[src/rtl/seq_mult16_pkg.sv]
// Shared constants for the MUL execute-stage multiplier: state encodings and default width.
// The control unit decodes busy/done against the same encodings.
package seq_mult16_pkg;

    localparam int MUL_WIDTH = 16;

    localparam logic [1:0] ST_IDLE = 2'd0;
    localparam logic [1:0] ST_RUN  = 2'd1;
    localparam logic [1:0] ST_FIX  = 2'd2;
    localparam logic [1:0] ST_DONE = 2'd3;

endpackage

[src/rtl/seq_mult16.sv]
// Multi-cycle shift-add multiplier for the MUL instruction.
// Signed operands are reduced to magnitudes on capture and the sign is restored in FIX.
module seq_mult16
    import seq_mult16_pkg::*;
#(
    parameter int WIDTH = MUL_WIDTH
) (
    input  logic                 clk,
    input  logic                 rst,
    input  logic                 start,
    input  logic                 op_signed,
    input  logic [WIDTH-1:0]     a,
    input  logic [WIDTH-1:0]     b,
    output logic                 busy,
    output logic                 done,
    output logic [2*WIDTH-1:0]   product,
    output logic [1:0]           dbg_state
);

    localparam int CW = $clog2(WIDTH) + 1;
    localparam int PW = 2 * WIDTH;
    localparam logic [CW-1:0]    LAST_ITER = CW'(WIDTH - 1);
    localparam logic [CW-1:0]    CNT_ONE   = CW'(1);
    localparam logic [WIDTH-1:0] OP_ONE    = WIDTH'(1);
    localparam logic [PW-1:0]    ACC_ONE   = PW'(1);

    logic [1:0]       r_state;
    logic [PW-1:0]    r_acc;
    logic [PW-1:0]    r_mcand;
    logic [WIDTH-1:0] r_mplier;
    logic [CW-1:0]    r_count;
    logic             r_neg;
    logic [PW-1:0]    r_product;

    logic [WIDTH-1:0] w_a_mag;
    logic [WIDTH-1:0] w_b_mag;
    logic             w_neg;

    // Handshake: start is accepted on any edge where busy=0 (IDLE or DONE); while busy=1
    // start is ignored. done is high for exactly the one cycle after product is written.
    assign w_a_mag = (op_signed && a[WIDTH-1]) ? (~a + OP_ONE) : a;
    assign w_b_mag = (op_signed && b[WIDTH-1]) ? (~b + OP_ONE) : b;
    assign w_neg   = op_signed & (a[WIDTH-1] ^ b[WIDTH-1]);

    always_ff @(posedge clk or posedge rst) begin
        if (rst) begin
            r_state   <= ST_IDLE;
            r_acc     <= '0;
            r_mcand   <= '0;
            r_mplier  <= '0;
            r_count   <= '0;
            r_neg     <= 1'b0;
            r_product <= '0;
        end else begin
            case (r_state)
                ST_IDLE, ST_DONE: begin
                    if (start) begin
                        r_mcand  <= {{WIDTH{1'b0}}, w_a_mag};
                        r_mplier <= w_b_mag;
                        r_neg    <= w_neg;
                        r_acc    <= '0;
                        r_count  <= '0;
                        r_state  <= ST_RUN;
                    end else begin
                        r_state  <= ST_IDLE;
                    end
                end
                ST_RUN: begin
                    // Fixed WIDTH iterations even for zero operands, so latency never varies.
                    if (r_mplier[0]) begin
                        r_acc <= r_acc + r_mcand;
                    end
                    r_mcand  <= r_mcand << 1;
                    r_mplier <= r_mplier >> 1;
                    r_count  <= r_count + CNT_ONE;
                    if (r_count == LAST_ITER) begin
                        r_state <= ST_FIX;
                    end
                end
                ST_FIX: begin
                    r_product <= r_neg ? (~r_acc + ACC_ONE) : r_acc;
                    r_state   <= ST_DONE;
                end
                default: begin
                    r_state <= ST_IDLE;
                end
            endcase
        end
    end

    assign busy      = (r_state == ST_RUN) || (r_state == ST_FIX);
    assign done      = (r_state == ST_DONE);
    assign product   = r_product;
    assign dbg_state = r_state;

endmodule

[config.mk]
export PLATFORM = sky130hd
export DESIGN_NAME = seq_mult16
export DESIGN_NICKNAME = d
export VERILOG_FILES = /design/src/rtl/seq_mult16_pkg.sv /design/src/rtl/seq_mult16.sv
export SDC_FILE = /design/constraint.sdc
export NUM_CORES = 1
export LEC_CHECK = 0
export CAP_MARGIN = 20
export CORE_MARGIN = 3
export CORE_UTILIZATION = 53
export CTS_BUF_LIST = sky130_fd_sc_hd__clkbuf_4 sky130_fd_sc_hd__clkbuf_8 sky130_fd_sc_hd__clkbuf_16
export DETAILED_ROUTE_END_ITERATION = 8
export HOLD_SLACK_MARGIN = 0.1
export PLACE_DENSITY = 0.78
export SLEW_MARGIN = 5
export SYNTH_ARGS = -nofsm -noshare
export SYNTH_HDL_FRONTEND = slang
export SYNTH_SLANG_ARGS = --single-unit
[constraint.sdc]
create_clock -name clk -period 3.83 [get_ports clk]
set_input_delay 0.766 -clock clk [delete_from_list [all_inputs] [get_ports clk]]
set_output_delay 0.766 -clock clk [all_outputs]
set_load 0.02 [all_outputs]
Word-level counts from Yosys, hierarchy flattened
Index checks and enable logic that the tools add are counted.
- flip-flop bits (word level): 120
- logic and storage cells: 48
- output and inout bits: 36
- mux-type cells: 15
- bitwise gates (word level): 5
- reductions and logical operators: 9
- add/sub/neg operators: 5
- eq/ne operators: 7
- operators with widths (operator ; count):
    2-to-1 mux 32 bit ; 4
    one-hot mux 32 bit (2 select lines) ; 2
    2-to-1 mux 16 bit ; 3
    adder 16 x 1 -> 16 bit, second input constant ; 2
    adder 32 x 1 -> 32 bit, second input constant ; 1
    adder 32 bit ; 1
    NOT 16 bit ; 2
    NOT 32 bit ; 1
    one-hot mux 16 bit (2 select lines) ; 1
    one-hot mux 5 bit (2 select lines) ; 1
    != test 2 bit, second input constant ; 3
    one-hot mux 2 bit (3 select lines) ; 1
    adder 5 x 1 -> 5 bit, second input constant ; 1
    equality test 5 x 4 -> 1 bit, second input constant ; 1
    2-to-1 mux 5 bit ; 1
    equality test 2 bit, second input constant ; 2
    AND reduction 2 bit ; 2
    AND reduction 3 bit ; 1
    equality test 2 x 1 -> 1 bit, second input constant ; 1
    logical AND 1 bit ; 2
    logical NOT 2 bit ; 1
    2-to-1 mux 2 bit ; 1
    nonzero test 2 bit ; 1
    OR reduction 2 bit ; 1
    4 further kinds ; 4

Longest topological paths before layout
- word-level depth: 5
- depth in mapped cells: 12
- gate-level depth less buffers: 12

Worst setup path after synthesis
No wires, ideal clock.
- path type: reg2reg
- from: register r_acc[0]
- to: register r_acc[30]
- library setup time: 0.129 ns
- data arrival time: 2.519 ns
- stages on the path, launching flop included: 13
- setup slack: 1.183 ns
- required time: 3.701 ns
- cells stage by stage: dfrtp_1 ha_1 inv_1 fa_1 nor2b_4 o31a_4 o41ai_4 o31a_4 nand4_4 a31oi_4 o41ai_2 xnor2_1 o21ai_1
- word-level cells in the longest chain between the ends: 3
- ends and longest elaborated chain (what ; line ; RTL):
    from (decl) ; seq_mult16.sv:28 ; logic [PW-1:0] r_acc;
    from (signal assigned) ; seq_mult16.sv:71 ; r_acc <= r_acc + r_mcand;
    adder 32 bit ; seq_mult16.sv:71 ;
    2-to-1 mux 32 bit ; seq_mult16.sv:70 ; if (r_mplier[0]) begin
    one-hot mux 32 bit (2 select lines) ; seq_mult16.sv:55 ; case (r_state)
No other way between the ends. The select of a mux whose other input is x is not followed.
A chain may end at the register's enable or synchronous reset.

Worst setup path after layout
- from: register r_state[0] (netlist: dbg_state[0])
- to: output port busy
- word-level cells in the longest chain between the ends: 2
- elaborated cells between the ends (all ways): 3
- ends and longest elaborated chain (what ; line ; RTL):
    from (decl) ; seq_mult16.sv:27 ; logic [1:0] r_state;
    from (signal assigned) ; seq_mult16.sv:47 ; r_state <= ST_IDLE;
    from (signal assigned) ; seq_mult16.sv:63 ; r_state <= ST_RUN;
    from (signal assigned) ; seq_mult16.sv:65 ; r_state <= ST_IDLE;
    equality test 2 x 1 -> 1 bit or equality test 2 bit (tied branches) ; seq_mult16.sv:91 ; assign busy = (r_state == ST_RUN) || (r_state == ST_FIX);
    logical OR 1 bit * ; seq_mult16.sv:91 ;
    to (decl) ; seq_mult16.sv:14 ; output logic busy,
Every way passes the cells marked *; elsewhere a longest branch is shown, timed or not.

==> results.md <==
* # fillers at 1161
* Setup ws final at 0.967 ns
* Antenna Nets Post-Route at 0
* Share of the synthesized area in the top cell type at 39.7%
* Place WS at 0.937 ns
* Synth Instances at 884
* Layout cells sized above 1 at 7.71%
* EDFF count, synth at 0
* DR vias at 6472
* Critical path arrival at 2.10 ns
* First-pass GRT wire length at 29100 um
* WL per Instance at 14.7 um
* RSZ-0062 raised after global routing: no
* Max-Cap Viols at 0
* DIE AREA at 15800 sq um
* Most used DFF post-synth: dfrtp_1
* Drt initial violations at 583
* Final Wtd Congestion at 0.913
* Yosys reg bits at 120
* Drt drc at 0
* N_diodes at 0
* Worst skew pair latency at 0.41 ns
* Fin. max-slew vios at 0
* Fin nets at 1023
* Pleak at 4.12 nW
* Pwr/cell area at 813 nW/um^2
* Die height at 126 um
* IO Port Bufs at 71
* Final Critical Period at 2.86 ns
* Synthesized area per cell at 8.56 sq um
* Io pins at 72
* Core Box Area at 13900 sq um
* Worst slew pin tran at 0.978 ns
* Final Util at 65.2%
* Ranking of synthesized cells by area: dfrtp_1 (40%), nand2_1 (6.5%), ha_1 (6.4%)
* H-tree depth at 4
* Vias per inst at 5.68
* Die span in x at 126 um
* Leading area contributor after synthesis: dfrtp_1
* Postcts setup bufs at 0
* Clock slew at reported path FFs at 0.06 ns
* Initial antenna violation count at 0
* Req. time, crit path at 3.06 ns
* CTS Hold Bufs at 0
* Area grow syn2layout at 20.0%
* CTS root buf: clkbuf_16
* Yosys warnings at 0
* Cell row count at 43
* CTS buffer count at 17
* Worst vdd ir at 0.000440 V
* Gates resized, CTS repair at 0
* Cell Area, Synth at 7570 sq um
* Final setup fails at 0
* Post-synthesis sequential area ratio at 39.7%
* Largest net degree at the start of global routing at 90
* Worst Path Max Fanout at 6
* Relative slew slack at 34.5%
* Asr flop ratio synth at 100%
* Clock buffer depth at 2
* Total GRT Usage at 22.0%
* Syn nets at 960
* Final hold slack at 0.482 ns
* First-pass iteration count of the detailed router at 8
* Crit Path Category: reg -> out
* CP Launch Type: flip-flop
* Most common cell after layout, fill and taps aside: nand2_1
* Critical path endpoint category: output port
* Status: completed
* Maximum clock frequency at 0.349 GHz
* Clk_skew at 0.00793 ns
* Vias in the first global route at 6081
* CTS tree: done
* Hold crit path type: reg -> reg
* Most frequent cells in the layout: nand2_1 (132), dfrtp_1 (120), a21oi_1 (95)
* Final Cycle Share at 74.8%
* Starting density of the core at 54.3%
* Yosys cell types at 62
* Total Wirelength at 16700 um
* Post-route setup TNS at 0 ns
* Gr ovfl total at 0
* Final HPWL DP at 12000 um
* Final hold vios at 0
* CTS sink cnt at 120
==> logic make-up (layout without fill, tap and decap cells) <==
| group | after synthesis | after routing | synth area share, % |
|---|---|---|---|
| DFF | 120 | 120 | 39.7 |
| AOI/OAI and AO/OA | 271 | 271 | 21.9 |
| buffers and inverters | 60 | 136 | 2.98 |
| and+or+nand+nor | 310 | 310 | 18.8 |
| xor gates and xnor gates | 70 | 70 | 8.10 |
| adders and majority gates | 40 | 40 | 6.71 |
| muxes | 13 | 13 | 1.85 |
==> cell usage after synthesis, drive strengths merged (3+ instances only) <==
cell    instances
nand4           5
ha             39
a31oi           8
dfrtp         120
o21bai          4
a21oi          98
nor2b           6
a22o            6
nor2           77
a21o            7
nand2         132
nor4            5
buf             4
nor3           19
xor2           44
xnor2          26
or3            13
nand2b          8
clkbuf         33
and3            7
and2            4
o21ai          98
a211oi          6
or4             3
mux2i           5
nand3          25
inv            22
mux2            8
o41ai           9
o31ai          17
o21a            3
==> stage by stage <==
| step | instances | area [sq um] | total power [mW] |
|---|---|---|---|
| 2_1_floorplan | 884 | 7570 | 4.70 |
| 3_3_place_gp | 1108 | 8480 | 5.72 |
| 3_5_place_dp | 1108 | 8480 | 5.80 |
| 4_1_cts | 1140 | 9080 | 7.41 |
| 5_1_grt | 1140 | 9080 | 7.99 |
| 6_report | 1140 | 9080 | 7.39 |
==> sequential cells by signal, summed over array words and instances, names as in the netlist <==
name       flops
product       32
r_acc         32
r_mcand       32
r_mplier      16
r_count        5
dbg_state      2
r_neg          1
==> layer usage <==
layer | wire length [um] | up-vias | GRT usage, % | part of all wire, %
met5 | 0 | - | 0 | 0
met4 | 155 | 0 | 6.57 | 0.93
met3 | 957 | 15 | 4.27 | 5.7
met2 | 7700 | 166 | 35.3 | 46
met1 | 7890 | 3009 | 30.6 | 47
li1 | - | 3282 | - | -
==> where the power goes <==
| part | leakage, nW | internal [mW] | switching, mW | total (mW) |
|---|---|---|---|---|
| logic | 2.27 | 1.47 | 2.22 | 3.68 |
| registers | 1.56 | 1.72 | 0.416 | 2.14 |
| clock network | 0.298 | 1.03 | 0.532 | 1.57 |
| total | 4.12 | 4.22 | 3.17 | 7.39 |
==> worst max-delay path: stages (launching register included) <==
cell	delay [ns]
dfrtp_1	0.44
inv_1	0.07
ha_2	0.34
inv_1	0.18
clkdlybuf4s50_1	0.66
==> final cells by class <==
class / count / area (sq um) / area share, %
Clock buffer: 26 / 543 / 5.98
Sequential cell: 120 / 3000 / 33.1
Timing Repair Buffer: 81 / 798 / 8.79
Tap cell: 180 / 225 / 2.48
Clock inverter: 6 / 60.1 / 0.661
Inverter: 23 / 90.1 / 0.992
Multi-Input combinational cell: 704 / 4360 / 48.0
==> path summary, 6_finish.rpt <==
| kind | start | end | slack [ns] | depth (start not counted) |
|---|---|---|---|---|
| max | dbg_state[0]$_DFFE_PP0P_ | busy | 0.97 | 4 |
| min | r_mplier[9]$_DFFE_PP0P_ | r_mplier[9]$_DFFE_PP0P_ | 0.48 | 2 |
| max reg2reg | r_acc[0]$_DFFE_PP0P_ | r_acc[30]$_DFFE_PP0P_ | 0.98 | 12 |
| min reg2reg | r_mplier[9]$_DFFE_PP0P_ | r_mplier[9]$_DFFE_PP0P_ | 0.48 | 2 |
| max in group asynchronous | rst | r_mcand[10]$_DFFE_PP0P_ | 2.13 | 3 |
| min in group asynchronous | rst | product[4]$_DFFE_PP0P_ | 0.81 | 2 |
Note: power is estimated with default switching activity, not from simulation.
